[src/rtl/ucsbece154b_hazard_ctrl.sv]
// Control decode, E/M/W control pipeline, branch resolution, forwarding, load-use
// detection and multi-cycle MUL stall sequencing for the 5-stage RISC-V pipeline.
module ucsbece154b_hazard_ctrl #(
    parameter int REG_AW     = 5,
    parameter int MUL_LAT    = 3,
    parameter int ENABLE_MUL = 1
) (
    input  logic              clk,
    input  logic              reset,
    input  logic [6:0]        op_i,
    input  logic [2:0]        funct3_i,
    input  logic              funct7b5_i,
    input  logic              funct7b0_i,
    input  logic              ZeroE_i,
    input  logic [REG_AW-1:0] Rs1D_i,
    input  logic [REG_AW-1:0] Rs2D_i,
    input  logic [REG_AW-1:0] Rs1E_i,
    input  logic [REG_AW-1:0] Rs2E_i,
    input  logic [REG_AW-1:0] RdE_i,
    input  logic [REG_AW-1:0] RdM_i,
    input  logic [REG_AW-1:0] RdW_i,
    output logic              StallF_o,
    output logic              StallD_o,
    output logic              StallE_o,
    output logic              FlushD_o,
    output logic              FlushE_o,
    output logic [2:0]        ImmSrcD_o,
    output logic              PCSrcE_o,
    output logic              PCTargetSrcE_o,
    output logic [3:0]        ALUControlE_o,
    output logic              ALUSrcE_o,
    output logic [1:0]        ForwardAE_o,
    output logic [1:0]        ForwardBE_o,
    output logic              MemWriteM_o,
    output logic [1:0]        ResultSrcM_o,
    output logic [1:0]        ResultSrcW_o,
    output logic              RegWriteM_o,
    output logic              RegWriteW_o
);

    localparam logic [6:0] OP_R    = 7'b0110011;
    localparam logic [6:0] OP_I    = 7'b0010011;
    localparam logic [6:0] OP_LW   = 7'b0000011;
    localparam logic [6:0] OP_SW   = 7'b0100011;
    localparam logic [6:0] OP_BR   = 7'b1100011;
    localparam logic [6:0] OP_JAL  = 7'b1101111;
    localparam logic [6:0] OP_JALR = 7'b1100111;
    localparam logic [6:0] OP_LUI  = 7'b0110111;

    localparam logic [3:0] ALU_ADD = 4'b0000;
    localparam logic [3:0] ALU_SUB = 4'b0001;
    localparam logic [3:0] ALU_AND = 4'b0010;
    localparam logic [3:0] ALU_OR  = 4'b0011;
    localparam logic [3:0] ALU_SLT = 4'b0101;
    localparam logic [3:0] ALU_MUL = 4'b1000;

    localparam bit MUL_EN     = (ENABLE_MUL != 0);
    localparam bit MUL_STALLS = MUL_EN && (MUL_LAT > 1);
    localparam int CNT_W      = (MUL_LAT > 2) ? $clog2(MUL_LAT) : 1;
    localparam int CNT_INIT   = (MUL_LAT > 1) ? (MUL_LAT - 2) : 0;

    typedef struct packed {
        logic       regWrite;
        logic [1:0] resultSrc;
        logic       memWrite;
        logic       branch;
        logic       branchNe;
        logic       jump;
        logic       jalr;
        logic [3:0] aluControl;
        logic       aluSrc;
        logic       mul;
    } idExT;

    typedef struct packed {
        logic       regWrite;
        logic [1:0] resultSrc;
        logic       memWrite;
    } exMemT;

    typedef struct packed {
        logic       regWrite;
        logic [1:0] resultSrc;
    } memWbT;

    typedef enum logic {IDLE, BUSY} mulStateT;

    idExT             ctrlD;
    logic [3:0]       aluFunctD;
    logic [2:0]       immSrcD;
    idExT             idEx_d, idEx_q;
    exMemT            exMem_d, exMem_q;
    memWbT            memWb_d, memWb_q;
    mulStateT         state_q;
    logic [CNT_W-1:0] cnt_q;
    logic             pcSrcE, mulStall, lwStallRaw, lwStall, flushE;

    always_comb begin
        ctrlD   = '0;
        immSrcD = 3'b000;
        case (funct3_i)
            3'b000:  aluFunctD = (op_i == OP_R && funct7b5_i) ? ALU_SUB : ALU_ADD;
            3'b010:  aluFunctD = ALU_SLT;
            3'b110:  aluFunctD = ALU_OR;
            3'b111:  aluFunctD = ALU_AND;
            default: aluFunctD = ALU_ADD;
        endcase
        case (op_i)
            OP_R: begin
                ctrlD.regWrite   = 1'b1;
                ctrlD.mul        = MUL_EN & funct7b0_i;
                ctrlD.aluControl = (MUL_EN && funct7b0_i) ? ALU_MUL : aluFunctD;
            end
            OP_I: begin
                ctrlD.regWrite   = 1'b1;
                ctrlD.aluSrc     = 1'b1;
                ctrlD.aluControl = aluFunctD;
            end
            OP_LW: begin
                ctrlD.regWrite  = 1'b1;
                ctrlD.resultSrc = 2'b01;
                ctrlD.aluSrc    = 1'b1;
            end
            OP_SW: begin
                ctrlD.memWrite = 1'b1;
                ctrlD.aluSrc   = 1'b1;
                immSrcD        = 3'b001;
            end
            OP_BR: begin
                ctrlD.branch     = 1'b1;
                ctrlD.branchNe   = (funct3_i == 3'b001);
                ctrlD.aluControl = ALU_SUB;
                immSrcD          = 3'b010;
            end
            OP_JAL: begin
                ctrlD.regWrite  = 1'b1;
                ctrlD.resultSrc = 2'b10;
                ctrlD.jump      = 1'b1;
                immSrcD         = 3'b011;
            end
            OP_JALR: begin
                ctrlD.regWrite  = 1'b1;
                ctrlD.resultSrc = 2'b10;
                ctrlD.jalr      = 1'b1;
                ctrlD.aluSrc    = 1'b1;
            end
            OP_LUI: begin
                ctrlD.regWrite  = 1'b1;
                ctrlD.resultSrc = 2'b11;
                immSrcD         = 3'b100;
            end
            default: ctrlD = '0;
        endcase
    end

    // A MUL stall always wins: it masks both the load-use stall and the E flush.
    always_comb begin
        pcSrcE     = idEx_q.jump | idEx_q.jalr | (idEx_q.branch & (ZeroE_i ^ idEx_q.branchNe));
        mulStall   = (state_q == IDLE && idEx_q.mul && MUL_STALLS) ||
                     (state_q == BUSY && cnt_q != '0);
        lwStallRaw = (idEx_q.resultSrc == 2'b01) && (RdE_i != '0) &&
                     ((Rs1D_i == RdE_i) || (Rs2D_i == RdE_i));
        lwStall    = lwStallRaw & ~mulStall;
        flushE     = ~mulStall & (pcSrcE | lwStall);
    end

    always_comb begin
        if (mulStall)    idEx_d = idEx_q;
        else if (flushE) idEx_d = '0;
        else             idEx_d = ctrlD;
        exMem_d = mulStall ? '0 : '{idEx_q.regWrite, idEx_q.resultSrc, idEx_q.memWrite};
        memWb_d = '{exMem_q.regWrite, exMem_q.resultSrc};
    end

    always_ff @(posedge clk) begin
        if (!reset) begin
            idEx_q  <= '0;
            exMem_q <= '0;
            memWb_q <= '0;
        end else begin
            idEx_q  <= idEx_d;
            exMem_q <= exMem_d;
            memWb_q <= memWb_d;
        end
    end

    // The cycle that leaves BUSY (cnt_q == 0) is the MUL's final E cycle and does not stall.
    always_ff @(posedge clk) begin
        if (!reset) begin
            state_q <= IDLE;
            cnt_q   <= '0;
        end else begin
            case (state_q)
                IDLE: if (idEx_q.mul && MUL_STALLS) begin
                    state_q <= BUSY;
                    cnt_q   <= CNT_W'(CNT_INIT);
                end
                BUSY: if (cnt_q == '0) state_q <= IDLE;
                      else             cnt_q   <= cnt_q - 1'b1;
                default: state_q <= IDLE;
            endcase
        end
    end

    function automatic logic [1:0] fwdSel(input logic [REG_AW-1:0] rs,
                                          input logic [REG_AW-1:0] rdM, input logic wrM,
                                          input logic [REG_AW-1:0] rdW, input logic wrW);
        if (rs != '0 && rs == rdM && wrM)      return 2'b10;
        else if (rs != '0 && rs == rdW && wrW) return 2'b01;
        else                                   return 2'b00;
    endfunction

    assign ForwardAE_o    = fwdSel(Rs1E_i, RdM_i, exMem_q.regWrite, RdW_i, memWb_q.regWrite);
    assign ForwardBE_o    = fwdSel(Rs2E_i, RdM_i, exMem_q.regWrite, RdW_i, memWb_q.regWrite);
    assign StallF_o       = mulStall | lwStall;
    assign StallD_o       = mulStall | lwStall;
    assign StallE_o       = mulStall;
    assign FlushD_o       = pcSrcE;
    assign FlushE_o       = flushE;
    assign ImmSrcD_o      = immSrcD;
    assign PCSrcE_o       = pcSrcE;
    assign PCTargetSrcE_o = idEx_q.jalr;
    assign ALUControlE_o  = idEx_q.aluControl;
    assign ALUSrcE_o      = idEx_q.aluSrc;
    assign MemWriteM_o    = exMem_q.memWrite;
    assign ResultSrcM_o   = exMem_q.resultSrc;
    assign RegWriteM_o    = exMem_q.regWrite;
    assign ResultSrcW_o   = memWb_q.resultSrc;
    assign RegWriteW_o    = memWb_q.regWrite;

endmodule

[config.mk]
export PLATFORM = sky130hd
export DESIGN_NAME = ucsbece154b_hazard_ctrl
export DESIGN_NICKNAME = d
export VERILOG_FILES = /design/src/rtl/ucsbece154b_hazard_ctrl.sv
export SDC_FILE = /design/constraint.sdc
export NUM_CORES = 1
export LEC_CHECK = 0
export BUFFER_PORTS_ARGS = -buffer_cell sky130_fd_sc_hd__buf_2
export CAP_MARGIN = 10
export CELL_PAD_IN_SITES_DETAIL_PLACEMENT = 0
export CELL_PAD_IN_SITES_GLOBAL_PLACEMENT = 2
export CORE_AREA = 4 4 88 90
export DETAILED_ROUTE_END_ITERATION = 6
export DIE_AREA = 0 0 92 94
export PLACE_DENSITY = 0.77
export SLEW_MARGIN = 25
export SYNTH_ARGS = -nofsm -noshare
export SYNTH_HDL_FRONTEND = slang
export SYNTH_SLANG_ARGS = --single-unit
export TNS_END_PERCENT = 10
[constraint.sdc]
create_clock -name clk -period 1.6 [get_ports clk]
set_clock_uncertainty 0.05 [all_clocks]
set_input_delay 0.16 -clock clk [delete_from_list [all_inputs] [get_ports clk]]
set_output_delay 0.16 -clock clk [all_outputs]
set_load 0.05 [all_outputs]
==> run metrics, run 1 <==
status=finished with violations; failing checks=negative setup slack; Power Dens Cells=570 nW/um^2; reg2reg start=idEx_q[8]$_SDFFE_PN0N_; Area contributors post-synth=dfxtp_1 (31%), xnor2_1 (15%), a22o_1 (5.0%); vias per inst=4.29; post-synthesis compound-gate area fraction=0.176; Syn Area/Cell=8.89 um^2; Peak VDD IR=0.290 mV; vias in the first global route=1622; Adder-Cell Fraction of Synth Area=0.00799; initial core utilization=0.222; I/O pin count=76; GRT Max-Usage Layer=met2; clk buf depth=2; CP Data Arrival Time=1.46 ns; Synth Instances=176; RSZ-0062 raised after global routing=true; Post-Synth Simple-Gate Area=0.262; number of port buffers=75; CTS Buf Count=3; Worst-Skew Late Latency=0.26 ns; Filler cells=767; reg2reg path depth=6; post-cts hold buffer count=0; # setup viols final=7; Syn. warnings=0; synth cell count leaders=xnor2_1 (26), dfxtp_1 (24), nand2_1 (12); Max-Cap Viols=0; n_diodes=0; Critical R2R Capture=ALUControlE_o[0]$_SDFFE_PN0N_; non-filler instance count after layout=372; pre-CTS WS=-0.112 ns; required time of the critical path=1.39 ns; die width=92 um; asr flop ratio synth=0; routability cong.=0.831; drt first-iter violations=34; Min-Delay Path Class=in2reg; Mapped Nets=227; Clk pin slew, worst setup/hold paths=0.08 ns; Worst Max-Slew Pin Slew=0.327 ns; worst-path fanout max=3; largest family of logic cells by synthesized area=simple AND/OR/NAND/NOR gates; FF-to-FF setup slack=-0.02 ns; capture point of the worst path=FlushE_o; met2 Use GR=0.178; final period utilization=1.04; Final Hold Viols=0; CORE AREA=7060 um^2; number of flops mapped to enable cells by yosys=0; biggest area consumer among synthesized cells=dfxtp_1; Yosys cell types=44; WL/cell=12.0 um; Leak Pwr=1.06 nW; count leader, synth=xnor2_1; ys flop type=dfxtp_1; Vias=1596; global-route wire length before repair=7.27 mm; GRT Util Overall=0.102; Inst Count DP=366; row count=31; M1 GR Usage=0.130; min Tclk post-route=1.67 ns; critical path launch point=idEx_q[8]$_SDFFE_PN0N_; Slew Limit Headroom=0.780; Syn-to-layout area delta=60.1%; met3 track demand over resource=0.0168; die area=8650 um^2; post-DP HPWL=3.79 mm; final WL=4.45 mm; register area share after synthesis=0.307; multiplexer share of the synthesized area=0; total grt overflow=0; Fmax=599 MHz; drt pass-1 iters=4; Synth top area share=0.307; CP Capture Type=output pin; Mapped Area=1570 um^2; CTS tree=built; antenna violations before repair=0; clock sink total=24; clock root buffer=clkbuf_8; final antenna-violating net count=0; WS Path Type=reg2out; fin nets=325; xor/xnor share of the synthesized area=0.173; # DRC=0; share of cells above drive strength 1=0.538; htree depth=1; Worst setup SP type=flop; Final Worst Setup Slack=-0.0704 ns; number of synthesized register bits=24; Max Slew Vio Count=0; pin count of the biggest net entering global routing=15; Die H=94 um
## layout by cell type (no fill, tap or decap), types with 2 or more instances in the layout
master / synthesis / layout
xor2_1: 5 / 5
dfxtp_1: 24 / 20
clkbuf_8: 0 / 3
xnor2_1: 26 / 26
nor4_4: 0 / 5
a21oi_1: 5 / 4
nor3_1: 3 / 2
buf_4: 7 / 34
nor2b_1: 2 / 2
and3_1: 7 / 6
nor4_2: 1 / 3
nor2_4: 0 / 2
and2_1: 4 / 3
buf_2: 2 / 64
a22o_1: 9 / 9
or4_4: 2 / 3
a32o_1: 4 / 4
inv_2: 1 / 3
inv_1: 5 / 3
nand3_1: 6 / 6
nand4_1: 6 / 6
nand2_1: 12 / 11
dfxtp_2: 0 / 3
nor2_1: 11 / 9
buf_6: 2 / 7
## report_power, final
part	leakage (nW)	internal, mW	switching (mW)
clock network	0.0357	0.334	0.186
registers	0.196	0.598	0.00170
logic	0.833	0.150	0.158
total	1.06	1.08	0.346
## kinds of logic after synthesis
| logic type | Yosys count |
|---|---|
| AOI/OAI and AO/OA | 30 |
| xor gates and xnor gates | 31 |
| adders and majority gates | 1 |
| buffers and inverters | 19 |
| DFF | 24 |
| and+or+nand+nor | 71 |
## registers in the layout, summed over array words and instances (netlist names)
name and count:
ResultSrcM_o 2, ALUControlE_o 4, PCTargetSrcE_o 1, RegWriteM_o 1, ALUSrcE_o 1, state_q 1, MemWriteM_o 1, idEx_q 8
cnt_q 2, RegWriteW_o 1, ResultSrcW_o 2
## timing repair
action | in CTS | in global routing
setup endpoints to repair | 12 | 24
pin swaps | 2 | 7
resized for setup | 15 | 30
setup buffers | 1 | 2
## worst max-delay path, stage by stage (launching register included)
cell and delay, ns:
dfxtp_2 0.33, xor2_1 0.15, a211oi_2 0.32, buf_4 0.19
a21oi_2 0.05, buf_6 0.15
## per-layer routing
metal,share of wire,up-vias
met5,0,-
li1,-,825
met1,0.45,718
met3,0.055,2
met4,0.0047,0
met2,0.49,51
## through the flow
step	total power [mW]	setup TNS, ns	hold WS [ns]	area [um^2]	util
6_report	1.43	-0.216	0.194	2510	0.355
4_1_cts	1.44	-0.113	0.183	2400	0.340
5_1_grt	1.49	-0.833	0.210	2510	0.355
2_1_floorplan	0.766	-2.95	0.383	1650	-
3_3_place_gp	0.907	-0.215	0.387	2280	0.323
3_5_place_dp	0.909	-0.550	0.392	2280	0.323
## worst min path at each step
| stage | startpoint | to | slack (ns) | depth (start not counted) |
|---|---|---|---|---|
| floorplan | funct3_i[2] | ALUControlE_o[2]$_SDFFE_PN0N_ | 0.38 | 2 |
| global placement | ResultSrcM_o[1]$_SDFF_PP0_ | ResultSrcW_o[1]$_SDFF_PN0_ | 0.39 | 1 |
| detailed placement | ResultSrcM_o[0]$_SDFF_PP0_ | ResultSrcW_o[0]$_SDFF_PN0_ | 0.39 | 1 |
| CTS | reset | cnt_q[0]$_SDFFE_PN0P_ | 0.18 | 2 |
| global route | reset | cnt_q[0]$_SDFFE_PN0P_ | 0.21 | 2 |
| finish | reset | cnt_q[0]$_SDFFE_PN0P_ | 0.19 | 2 |
## layout make-up
type	instances	area, um^2	share of cell area
multi-input cells	133	1130	0.449
repair buffers	106	674	0.269
flip-flops and latches	24	488	0.195
well taps	99	124	0.0494
clock buffers	3	41.3	0.0165
clock inverters	1	30.0	0.0120
inverters	6	22.5	0.00899
Note: power is estimated with default switching activity, not from simulation.
==> run 2: changes to the inputs <==
==> constraint.sdc (replaced) <==
create_clock -name clk -period 1.6 [get_ports clk]
set_clock_uncertainty 0.05 [all_clocks]
set_input_delay 0.08 -clock clk [delete_from_list [all_inputs] [get_ports clk]]
set_output_delay 0.08 -clock clk [all_outputs]
set_load 0.05 [all_outputs]
==> run 2 against run 1 <==
  * The flow now finishes without violations
  * First-iteration DRC count rose by 76%
  * Count of clock-buffer cells in the layout did not move
  * Cell count fell by 2.7%
  * Critical path depth rose by 1
  * Largest power group unchanged
  * Routed wire length rose by 0.85%
  * Maximum frequency rose by 6.6%
  * Non-clock buffer count fell by 10
==> run metrics, run 2 (synthesized netlist as in run 1, its figures left out) <==
status=complete, no violations (was finished with violations); Power Dens Cells=603 nW/um^2 (was 570 nW/um^2); Clk pin slew, worst setup/hold paths=0.08 ns (about the same); final antenna-violating net count=0 (unchanged); CTS Buf Count=3 (unchanged); Filler cells=773 (was 767); Min-Delay Path Class=in2reg (unchanged); FF+latch area=483 um^2 (was 488 um^2); Worst-Skew Late Latency=0.26 ns (about the same); drt pass-1 iters=5 (was 4); CP Capture Type=flop (was output pin); critical path launch point=idEx_q[8]$_SDFFE_PN0N_ (unchanged); GRT Util Overall=0.104 (was 0.102); clock sink total=24 (unchanged); final period utilization=0.979 (was 1.04); Peak VDD IR=0.274 mV (was 0.290 mV); post-DP HPWL=3.85 mm (was 3.79 mm); Slew Limit Headroom=0.763 (was 0.780); required time of the critical path=1.76 ns (was 1.39 ns); largest register by flop count=idEx_q (unchanged); CORE AREA=7060 um^2 (unchanged); Final Hold Viols=0 (unchanged); reg2reg start=idEx_q[8]$_SDFFE_PN0N_ (unchanged); initial core utilization=0.222 (unchanged); WS Path Type=reg2reg (was reg2out); vias in the first global route=1609 (was 1622); pin count of the biggest net entering global routing=15 (unchanged); CP Data Arrival Time=1.73 ns (was 1.46 ns); row count=31 (unchanged); footprint of the multi-input gates=1060 um^2 (was 1130 um^2); clock root buffer=clkbuf_8 (unchanged); Leak Pwr=1.00 nW (was 1.06 nW); Vias=1553 (was 1596); Syn-to-layout area delta=49.5% (was 60.1%); I/O pin count=76 (unchanged); worst-path fanout max=5 (was 3); Post-CTS Setup Bufs=0 (was 1); die area=8650 um^2 (unchanged); routability cong.=0.814 (was 0.831); global-route wire length before repair=7.34 mm (was 7.27 mm); antenna violations before repair=0 (unchanged); drt first-iter violations=60 (was 34); worst hold start=reset (unchanged); most frequent cells in the layout=buf_2 (68), xnor2_1 (26), dfxtp_1 (22), buf_4 (22) (was buf_2 (64), buf_4 (34), xnor2_1 (26)); RSZ-0062 raised after global routing=true (unchanged); share of cells above drive strength 1=0.475 (was 0.538); min Tclk post-route=1.57 ns (was 1.67 ns); Max Slew Vio Count=0 (unchanged); CTS tree=built (unchanged); fin nets=315 (was 325); Fmax=638 MHz (was 599 MHz); total grt overflow=0 (unchanged); Die H=94 um (unchanged); final hold slack=0.106 ns (was 0.194 ns); clk buf depth=2 (unchanged); die width=92 um (unchanged); # setup viols final=0 (was 7); Tot Pwr=1.41 mW (was 1.43 mW); Max-Cap Viols=0 (unchanged); Worst setup SP type=flop (unchanged); leading cell type in the layout, fill and taps excluded=buf_2 (unchanged); Worst Max-Slew Pin Slew=0.350 ns (was 0.327 ns); # DRC=0 (unchanged); flip-flop count of the largest register after layout=8 (unchanged); htree depth=1 (unchanged); WL/cell=12.4 um (was 12.0 um); number of port buffers=75 (unchanged); vias per inst=4.29 (about the same); final WL=4.48 mm (was 4.45 mm); post-cts hold buffer count=0 (unchanged); n_diodes=0 (unchanged)
run 2: stage by stage:
step	worst slack, ns	util	cells	setup TNS (ns)	area [um^2]
6_report	0.0330	0.331	362	0	2340
5_1_grt	-0.102	0.331	362	-1.04	2340
4_1_cts	0.00588	0.329	362	0	2320
3_5_place_dp	-0.00646	0.314	359	-0.00757	2210
3_3_place_gp	0.0413	0.314	359	0	2210
2_1_floorplan	-0.222	-	176	-2.33	1630
run 2: worst paths after layout:
kind,to,slack (ns),depth (start not counted)
max,PCTargetSrcE_o$_SDFFE_PN0N_,0.03,6
min reg2reg,ResultSrcW_o[1]$_SDFF_PN0_,0.41,1
min,cnt_q[0]$_SDFFE_PN0P_,0.11,2
max reg2reg,PCTargetSrcE_o$_SDFFE_PN0N_,0.03,6
run 2: repair_timing:
action / in CTS / in global routing
pin swaps: 2 / 1
resized for setup: 13 / 6
setup endpoints to repair: 8 / 21
endpoints found under the hold margin: 0 / 0
cloned: 0 / 0
run 2: final cells by class:
class / instances / area share
multi-input combinational: 133 / 0.455
timing repair buffer: 96 / 0.245
sequential: 24 / 0.206
tap: 99 / 0.0529
clock buffer: 3 / 0.0176
clock inverter: 1 / 0.0128
inverter: 6 / 0.00963
run 2: critical path, stage by stage (launching register included):
cell	delay [ns]
dfxtp_1	0.32
xor2_1	0.17
a211oi_2	0.24
buf_4	0.18
and3_1	0.26
and3_1	0.18
a22o_1	0.11
run 2: where the power goes:
part	switching, mW	internal [mW]
clock	0.189	0.334
sequential	0.00168	0.599
combinational	0.149	0.137
run 2: routing by layer:
layer	global-route usage	part of all wire	up-vias
met2	0.186	0.48	59
li1	-	-	804
met4	0.0334	0.0094	0
met1	0.125	0.44	685
met3	0.0184	0.072	5
met5	0	0	-
